**src/rtl/cv32e40p_tmr_voter_monitor.sv**
```systemverilog
// rtl/cv32e40p_tmr_voter_monitor.sv - stateful multi-channel TMR voter with replica fault tracking
module cv32e40p_tmr_voter_monitor #(
    parameter int unsigned NBIT    = 32,
    parameter int unsigned NCH     = 3,
    parameter int unsigned ERR_THR = 4,
    parameter int unsigned CNT_W   = 4
) (
    input  logic                  clk,
    input  logic                  rst,
    input  logic                  valid_i,
    input  logic                  clear_i,
    input  logic [NCH*NBIT-1:0]   data1_i,
    input  logic [NCH*NBIT-1:0]   data2_i,
    input  logic [NCH*NBIT-1:0]   data3_i,
    output logic [NCH*NBIT-1:0]   dataout_o,
    output logic [NCH-1:0]        mismatch_o,
    output logic [2:0]            fault_replica_o,
    output logic [3*CNT_W-1:0]    err_cnt_o,
    output logic                  degraded_o,
    output logic                  uncorrectable_o
);

    localparam int unsigned W = NCH * NBIT;
    localparam logic [CNT_W-1:0] CNT_MAX = '1;
    localparam logic [CNT_W-1:0] THR     = CNT_W'(ERR_THR);

    typedef enum logic [1:0] {
        NORMAL   = 2'd0,
        DEGRADED = 2'd1,
        FAILED   = 2'd2
    } state_e;

    state_e             state_q, state_d;
    logic [CNT_W-1:0]   cnt_q [3];
    logic [CNT_W-1:0]   cnt_d [3];
    logic [2:0]         fault_q, fault_d;

    logic [W-1:0]       maj_w;
    logic [W-1:0]       h0_w;
    logic [W-1:0]       h1_w;
    logic [2:0]         dis;
    logic [NCH-1:0]     vote_mm;
    logic [NCH-1:0]     pair_mm;
    logic [2:0]         new_f;

    // Majority vote, per-replica disagreement and the healthy-pair comparison
    always_comb begin
        maj_w  = (data1_i & data2_i) | (data1_i & data3_i) | (data2_i & data3_i);
        dis[0] = (data1_i != maj_w);
        dis[1] = (data2_i != maj_w);
        dis[2] = (data3_i != maj_w);
        // Exactly one replica is faulty in DEGRADED; h0 < h1 are the remaining two
        h0_w   = fault_q[0] ? data2_i : data1_i;
        h1_w   = fault_q[2] ? data2_i : data3_i;
        vote_mm = '0;
        pair_mm = '0;
        for (int c = 0; c < NCH; c++) begin
            vote_mm[c] = (data1_i[c*NBIT +: NBIT] != maj_w[c*NBIT +: NBIT]) ||
                         (data2_i[c*NBIT +: NBIT] != maj_w[c*NBIT +: NBIT]) ||
                         (data3_i[c*NBIT +: NBIT] != maj_w[c*NBIT +: NBIT]);
            pair_mm[c] = (h0_w[c*NBIT +: NBIT] != h1_w[c*NBIT +: NBIT]);
        end
    end

    // Output selection: vote in NORMAL/FAILED, first healthy replica in DEGRADED
    always_comb begin
        dataout_o  = maj_w;
        mismatch_o = vote_mm;
        if (state_q == DEGRADED) begin
            dataout_o  = h0_w;
            mismatch_o = pair_mm;
        end
        err_cnt_o = '0;
        for (int k = 0; k < 3; k++) begin
            err_cnt_o[k*CNT_W +: CNT_W] = cnt_q[k];
        end
        fault_replica_o = fault_q;
        degraded_o      = (state_q == DEGRADED);
        uncorrectable_o = (state_q == FAILED);
    end

    // Next-state logic: counters and fault latches move only on valid cycles in NORMAL
    always_comb begin
        state_d = state_q;
        cnt_d   = cnt_q;
        fault_d = fault_q;
        new_f   = '0;
        if (valid_i) begin
            unique case (state_q)
                NORMAL: begin
                    for (int k = 0; k < 3; k++) begin
                        if (!fault_q[k]) begin
                            if (dis[k]) begin
                                cnt_d[k] = (cnt_q[k] == CNT_MAX) ? CNT_MAX : cnt_q[k] + CNT_W'(1);
                            end else begin
                                cnt_d[k] = '0;
                            end
                            new_f[k] = (cnt_d[k] >= THR);
                        end
                    end
                    fault_d = fault_q | new_f;
                    if (new_f != 3'b000) begin
                        // More than one bit set means two replicas died together
                        state_d = ((new_f & (new_f - 3'd1)) != 3'b000) ? FAILED : DEGRADED;
                    end
                end
                DEGRADED: begin
                    if (pair_mm != '0) begin
                        state_d = FAILED;
                    end
                end
                default: begin
                end
            endcase
        end
        if (clear_i) begin
            state_d = NORMAL;
            fault_d = '0;
            for (int k = 0; k < 3; k++) begin
                cnt_d[k] = '0;
            end
        end
    end

    // State register with synchronous reset
    always_ff @(posedge clk) begin
        if (rst) begin
            state_q <= NORMAL;
            fault_q <= '0;
            for (int k = 0; k < 3; k++) begin
                cnt_q[k] <= '0;
            end
        end else begin
            state_q <= state_d;
            fault_q <= fault_d;
            for (int k = 0; k < 3; k++) begin
                cnt_q[k] <= cnt_d[k];
            end
        end
    end

endmodule

```
**config.mk**
```make
export PLATFORM = sky130hd
export DESIGN_NAME = cv32e40p_tmr_voter_monitor
export DESIGN_NICKNAME = d
export VERILOG_FILES = /design/src/rtl/cv32e40p_tmr_voter_monitor.sv
export SDC_FILE = /design/constraint.sdc
export NUM_CORES = 1
export LEC_CHECK = 0
export BUFFER_PORTS_ARGS = -buffer_cell sky130_fd_sc_hd__buf_2
export CAP_MARGIN = 20
export CELL_PAD_IN_SITES_DETAIL_PLACEMENT = 0
export CELL_PAD_IN_SITES_GLOBAL_PLACEMENT = 1
export CORE_MARGIN = 2
export CORE_UTILIZATION = 33
export CTS_CLUSTER_DIAMETER = 200
export DETAILED_ROUTE_END_ITERATION = 8
export PLACE_DENSITY = 0.85
export SLEW_MARGIN = 20
export SYNTH_ARGS = -nofsm -noshare
export SYNTH_HDL_FRONTEND = slang
export SYNTH_SLANG_ARGS = --single-unit
```
**constraint.sdc**
```tcl
create_clock -name clk -period 3.2 [get_ports clk]
set_clock_uncertainty 0.1 [all_clocks]
set_input_delay 0.48 -clock clk [delete_from_list [all_inputs] [get_ports clk]]
set_output_delay 0.48 -clock clk [all_outputs]
set_load 0.005 [all_outputs]
```
### Word level (Yosys, flattened, before mapping)

Cells that the tools add are included.

* flip-flop bits (word level): 17
* output and inout bits: 116

* reductions and logical operators: 17
* multiplexer cells: 32
* $add $sub $neg: 4
* bitwise logic cells: 10
* magnitude comparators: 3
* equal/unequal tests: 22

Operator list (number)
* $ne 32x32->1: 12
* $and 96x96->96: 3
* $mux 96: 3
* $ne 96x96->1: 3
* $or 96x96->96: 2
* $mux 4: 15
* $add 4x1->4 const B: 3
* $eq 4x4->1 const B: 3
* $ge 4x3->1 const B: 3
* $mux 1: 9
* $reduce_and 3->1: 3
* $reduce_bool 3->1: 3
* $logic_or 1x1->1: 6
* $mux 2: 3
* $pmux 2 s2: 1
* $reduce_and 4->1: 1
* $and 3x3->3: 1
* $mux 3: 1
* $not 1->1: 3
* $or 3x3->3: 1
* $sub 3x1->3 const B: 1
* $eq 2x1->1 const B: 1
* $eq 2x2->1 const B: 1
* $logic_not 2->1: 1
* other kinds (5): 5

### Depth between registers and ports, before layout

* depth in word-level cells: 18
* mapped depth: 11
* depth with buffers taken out: 10

### Worst setup path before layout

No wires, ideal clock.

* path kind: input -> register
* start point: input data3_i[88]
* end point: register state_q[0]
* path buffers: 1
* setup slack: 77 ps
* data required time: 3016 ps
* stages on the path: 10
* setup time: 84 ps
* arrival time: 2939 ps
* cell sequence: buf_4 -> and3b_1 -> or4_1 -> or4_1 -> nor4_2 -> and2_1 -> a211o_2 -> o211ai_1 -> or3b_1 -> o31ai_2

* cells in the longest elaborated chain, start to end: 18

RTL lines
* start: declaration: line 14 `input logic [NCH*NBIT-1:0] data3_i,`
* $and 96x96->96: line 48 `maj_w = (data1_i & data2_i) | (data1_i & data3_i) | (data2_i & data3_i);`
* $or 96x96->96 (2 in a row): line 48
* $ne 96x96->1 (on tied branches): line 49, 50, 51
* $mux 4: line 93 `if (dis[k]) begin`
* $mux 4: line 92 `if (!fault_q[k]) begin`
* $mux 4: line 89 `unique case (state_q)`
* $mux 4: line 88 `if (valid_i) begin`
* $ge 4x3->1: line 98 `new_f[k] = (cnt_d[k] >= THR);`
* $mux 1: line 92
* $mux 1: line 89
* $mux 1: line 88
* $sub 3x1->3: line 104 `state_d = ((new_f & (new_f - 3'd1)) != 3'b000) ? FAILED : DEGRADED;`
* $and 3x3->3: line 104
* $reduce_bool 3->1: line 104
* $mux 2: line 104
* $mux 2: line 102 `if (new_f != 3'b000) begin`
* $pmux 2 s2: line 89
* end signal: assignment: line 134 `state_q <= state_d;`
* end: declaration: line 33 `state_e state_q, state_d;`

Parallel ways exist; a longest one is shown, timed or not. The select of a mux whose other input is x is not followed.
A chain may end at the register's enable or synchronous reset.

### Final worst setup path

* start point: input data2_i[62]
* end point: output mismatch_o[1]

* cells in the longest elaborated chain, start to end: 7

RTL lines
* start: declaration: line 13 `input logic [NCH*NBIT-1:0] data2_i,`
* $and 96x96->96: line 48
* $or 96x96->96 (2 in a row): line 48
* $ne 32x32->1 (on tied branches): line 58, 59
* $logic_or 1x1->1: line 58 `vote_mm[c] = (data1_i[c*NBIT +: NBIT] != maj_w[c*NBIT +: NBIT]) ||`
* $logic_or 1x1->1: line 59 `(data2_i[c*NBIT +: NBIT] != maj_w[c*NBIT +: NBIT]) ||`
* $mux 3 (*): line 69 `if (state_q == DEGRADED) begin`
* end: declaration: line 16 `output logic [NCH-1:0] mismatch_o,`

Every way passes the cells marked *; elsewhere a longest branch is shown, timed or not.

==> flow_summary.json <==
{
  "status": "finished with violations",
  "violations": "setup timing",
  "synth_area_leaders": "xnor2_1 (8.7%), nor3b_1 (8.3%), and3b_1 (8.2%)",
  "synth_adder_area_share_pct": 0.364,
  "drtPass1Iterations": 8,
  "synth_top_family_by_area": "simple AND/OR/NAND/NOR gates",
  "drive_gt1_share_pct": 32.4,
  "synth_fp_nets": 2351,
  "wire_per_inst_microns": 20.3,
  "synth_compound_area_share_pct": 23.6,
  "clock.fmax_mhz": 293,
  "leakagePower_nw": 7.61,
  "period_share_pct": 107,
  "grt_start_max_net_pins": 58,
  "synth.distinct_cells": 62,
  "area_delta_synth_final_pct": 35.9,
  "num-fill-cells": 4037,
  "cp_data_arrival_time_ps": 2840,
  "maxSlewViolCount": 0,
  "synthCells": 2056,
  "rsz0062_at_grt": "yes",
  "yosys.area.top_type_share_pct": 8.65,
  "synthMuxAreaShare_pct": 3.14,
  "maxCapViolations": 0,
  "yosys_warnings": 0,
  "synth-main-ff-cell": "dfxtp_1",
  "path_clk_slew_ps": 50,
  "grt_overflow_total": 0,
  "multi_input_area_sq_mm": 0.0116,
  "die_area_sq_mm": 0.0412,
  "final_area_sq_mm": 0.0177,
  "worst-path-buf-inv": 3,
  "cpPeakStageDelay_ps": 510,
  "ff2ff_setup_slack_ps": -40,
  "tightestPinTransition_ps": 634,
  "synth-simple-area-share_pct": 45.0,
  "setup_ws_ps": -216,
  "relSlewSlack_pct": 57.6,
  "drcViolationCount": 0,
  "hold_class": "register to register",
  "worst-setup-path-type": "input port to output port",
  "ff_latch_area_sq_um": 348,
  "cts_made_buffers": 3,
  "tritoncts": "built",
  "irDropWorstVdd_mv": 0.135,
  "grt_pass1_wl_microns": 92100,
  "port_buffers": 407,
  "die_x_microns": 203,
  "synth_edf_count": 0,
  "cts_hold_buf": 0,
  "fin_tns_setup_ps": -493,
  "setup_viol": 3,
  "hold_viol": 0,
  "start_util_pct": 33.6,
  "netlist_top_cells_count": "clkbuf_1 (268), nor2_1 (161), nor3b_1 (144)",
  "cp_common_cell": "buf_2",
  "path_delay_family": "simple AND/OR/NAND/NOR gates",
  "worstSetupEndpointType": "output port",
  "power_density_mw_per_mm2": 155,
  "grt_pass1_vias": 16100,
  "ant_nets": 0,
  "synthArstFlopShare_pct": 0,
  "yosysSeqAreaShare_pct": 2.61,
  "io_pins": 408,
  "core-area_sq_mm": 0.0388,
  "nets": 2808,
  "vias": 17600,
  "cp_slowest_cell": "or4_1",
  "yosys.cell_count.top_type": "clkbuf_1",
  "gp_congestion": 1.00,
  "syn_area_per_cell_sq_um": 6.35,
  "grt.total_usage_pct": 28.2,
  "synth-seq-cells": 17,
  "finish.utilization_pct": 45.7,
  "htreeDepth": 1,
  "hold_ws_ps": 414,
  "synth_xor_area_share_pct": 14.9,
  "cts.sinks": 17,
  "drt_iter0_drc": 1456,
  "die_h_microns": 203,
  "worstSkewPairLatency_ps": 250,
  "path_max_fanout": 4,
  "clockRootBuffer": "clkbuf_16",
  "vias_per_cell": 5.81,
  "num_rows": 72,
  "syn_area_sq_mm": 0.0131,
  "fin_crit_ps": 3420,
  "dpl_cell_area_sq_mm": 0.0173,
  "hpwl_microns": 50700,
  "clockBufferDepth": 2,
  "crit_chain": "buf_2 -> buf_4 -> xor2_1 -> o41ai_2 -> nand4_1 -> or4_1 -> a221o_1 -> nor2_2 -> a41oi_2 -> buf_2",
  "antenna_found_initial": 5,
  "routed_wl_microns": 61700,
  "crit_required_ps": 2620,
  "start_kind": "input port",
  "synth_top_cell_by_area": "xnor2_1"
}
metrics by stage:
step,power (mW),worst slack (ps),cells
2_1_floorplan,1.45,76.8,2056
3_3_place_gp,2.38,-391,3016
3_5_place_dp,2.41,-451,3016
4_1_cts,2.69,-167,3021
5_1_grt,2.93,-276,3033
6_report,2.75,-216,3033
worst paths after layout:
check                                  startpoint                   endpoint  cells past startpoint
setup reg to reg  fault_replica_o[2]$_SDFFE_PP0P_    state_q[1]$_SDFFE_PP0P_                     11
hold reg to reg         err_cnt_o[5]$_SDFFE_PP0P_  err_cnt_o[5]$_SDFFE_PP0P_                      2
setup / recovery                      data2_i[62]              mismatch_o[1]                     10
hold / removal          err_cnt_o[5]$_SDFFE_PP0P_  err_cnt_o[5]$_SDFFE_PP0P_                      2
power breakdown:
group          switching, mW  total [mW]  internal, mW
clock network         0.0864       0.254         0.167
logic                   1.23        2.28          1.05
registers            0.00275       0.215         0.212
total                   1.31        2.75          1.43
per-layer routing:
layer  part of all wire (%)  up-vias  GRT usage [%]
met2                     49      764           51.3
met5                  0.044        -              0
met3                    6.8       98           1.80
met4                    2.6        4           6.73
met1                     42     8364           36.1
li1                       -     8382              -
area by class of cell:
cell class                      count  share of cell area [%]
Antenna cell                        3                  0.0423
Clock inverter                      1                  0.0282
Clock buffer                        3                   0.423
Multi-Input combinational cell   1683                    65.5
Sequential cell                    17                    1.96
Tap cell                          518                    3.65
Timing Repair Buffer              761                    27.4
Inverter                           47                    1.00
registers in the layout, summed over array words and instances, names as in the netlist:
signal and cells:
err_cnt_o 12, state_q 2, fault_replica_o 3
cells in the final DEF (no fill, tap or decap), types with 15 or more instances in the layout:
master,synthesis,layout
buf_4,1,342
nor3_1,98,97
and3b_1,122,122
o22ai_1,64,63
nand2_1,84,82
nand3b_1,22,22
nor3b_1,144,144
a221oi_1,34,34
buf_2,7,400
nand2b_1,72,72
nor2_1,161,160
nand3_1,25,25
xor2_1,93,92
nand4_1,68,68
nor4_1,66,56
a211oi_1,108,108
o21ai_0,27,26
mux2i_1,41,40
a21oi_1,115,115
a2111oi_0,58,41
xnor2_1,129,123
inv_1,45,45
nor2b_1,70,70
dfxtp_1,17,15
tightest hold or removal path, delay by kind of cell (launching register included):
family          cells  cell delay [ps]
flops               1              330
compound gates      2              140
cells by family (layout without fill, tap and decap cells):
group,Yosys count,after routing
other,0,3
adders and majority gates,4,4
xor gates and xnor gates,222,222
muxes,41,41
buffers and inverters,356,812
DFF,17,17
AOI/OAI and AO/OA,447,447
and+or+nand+nor,969,969
timing repair:
| action | CTS | global route |
|---|---|---|
| buffers inserted | 1 | 10 |
| setup endpoints to repair | 30 | 27 |
| pin swaps | 9 | 17 |
| resized for setup | 28 | 41 |
(Power assumes the default switching activity.)
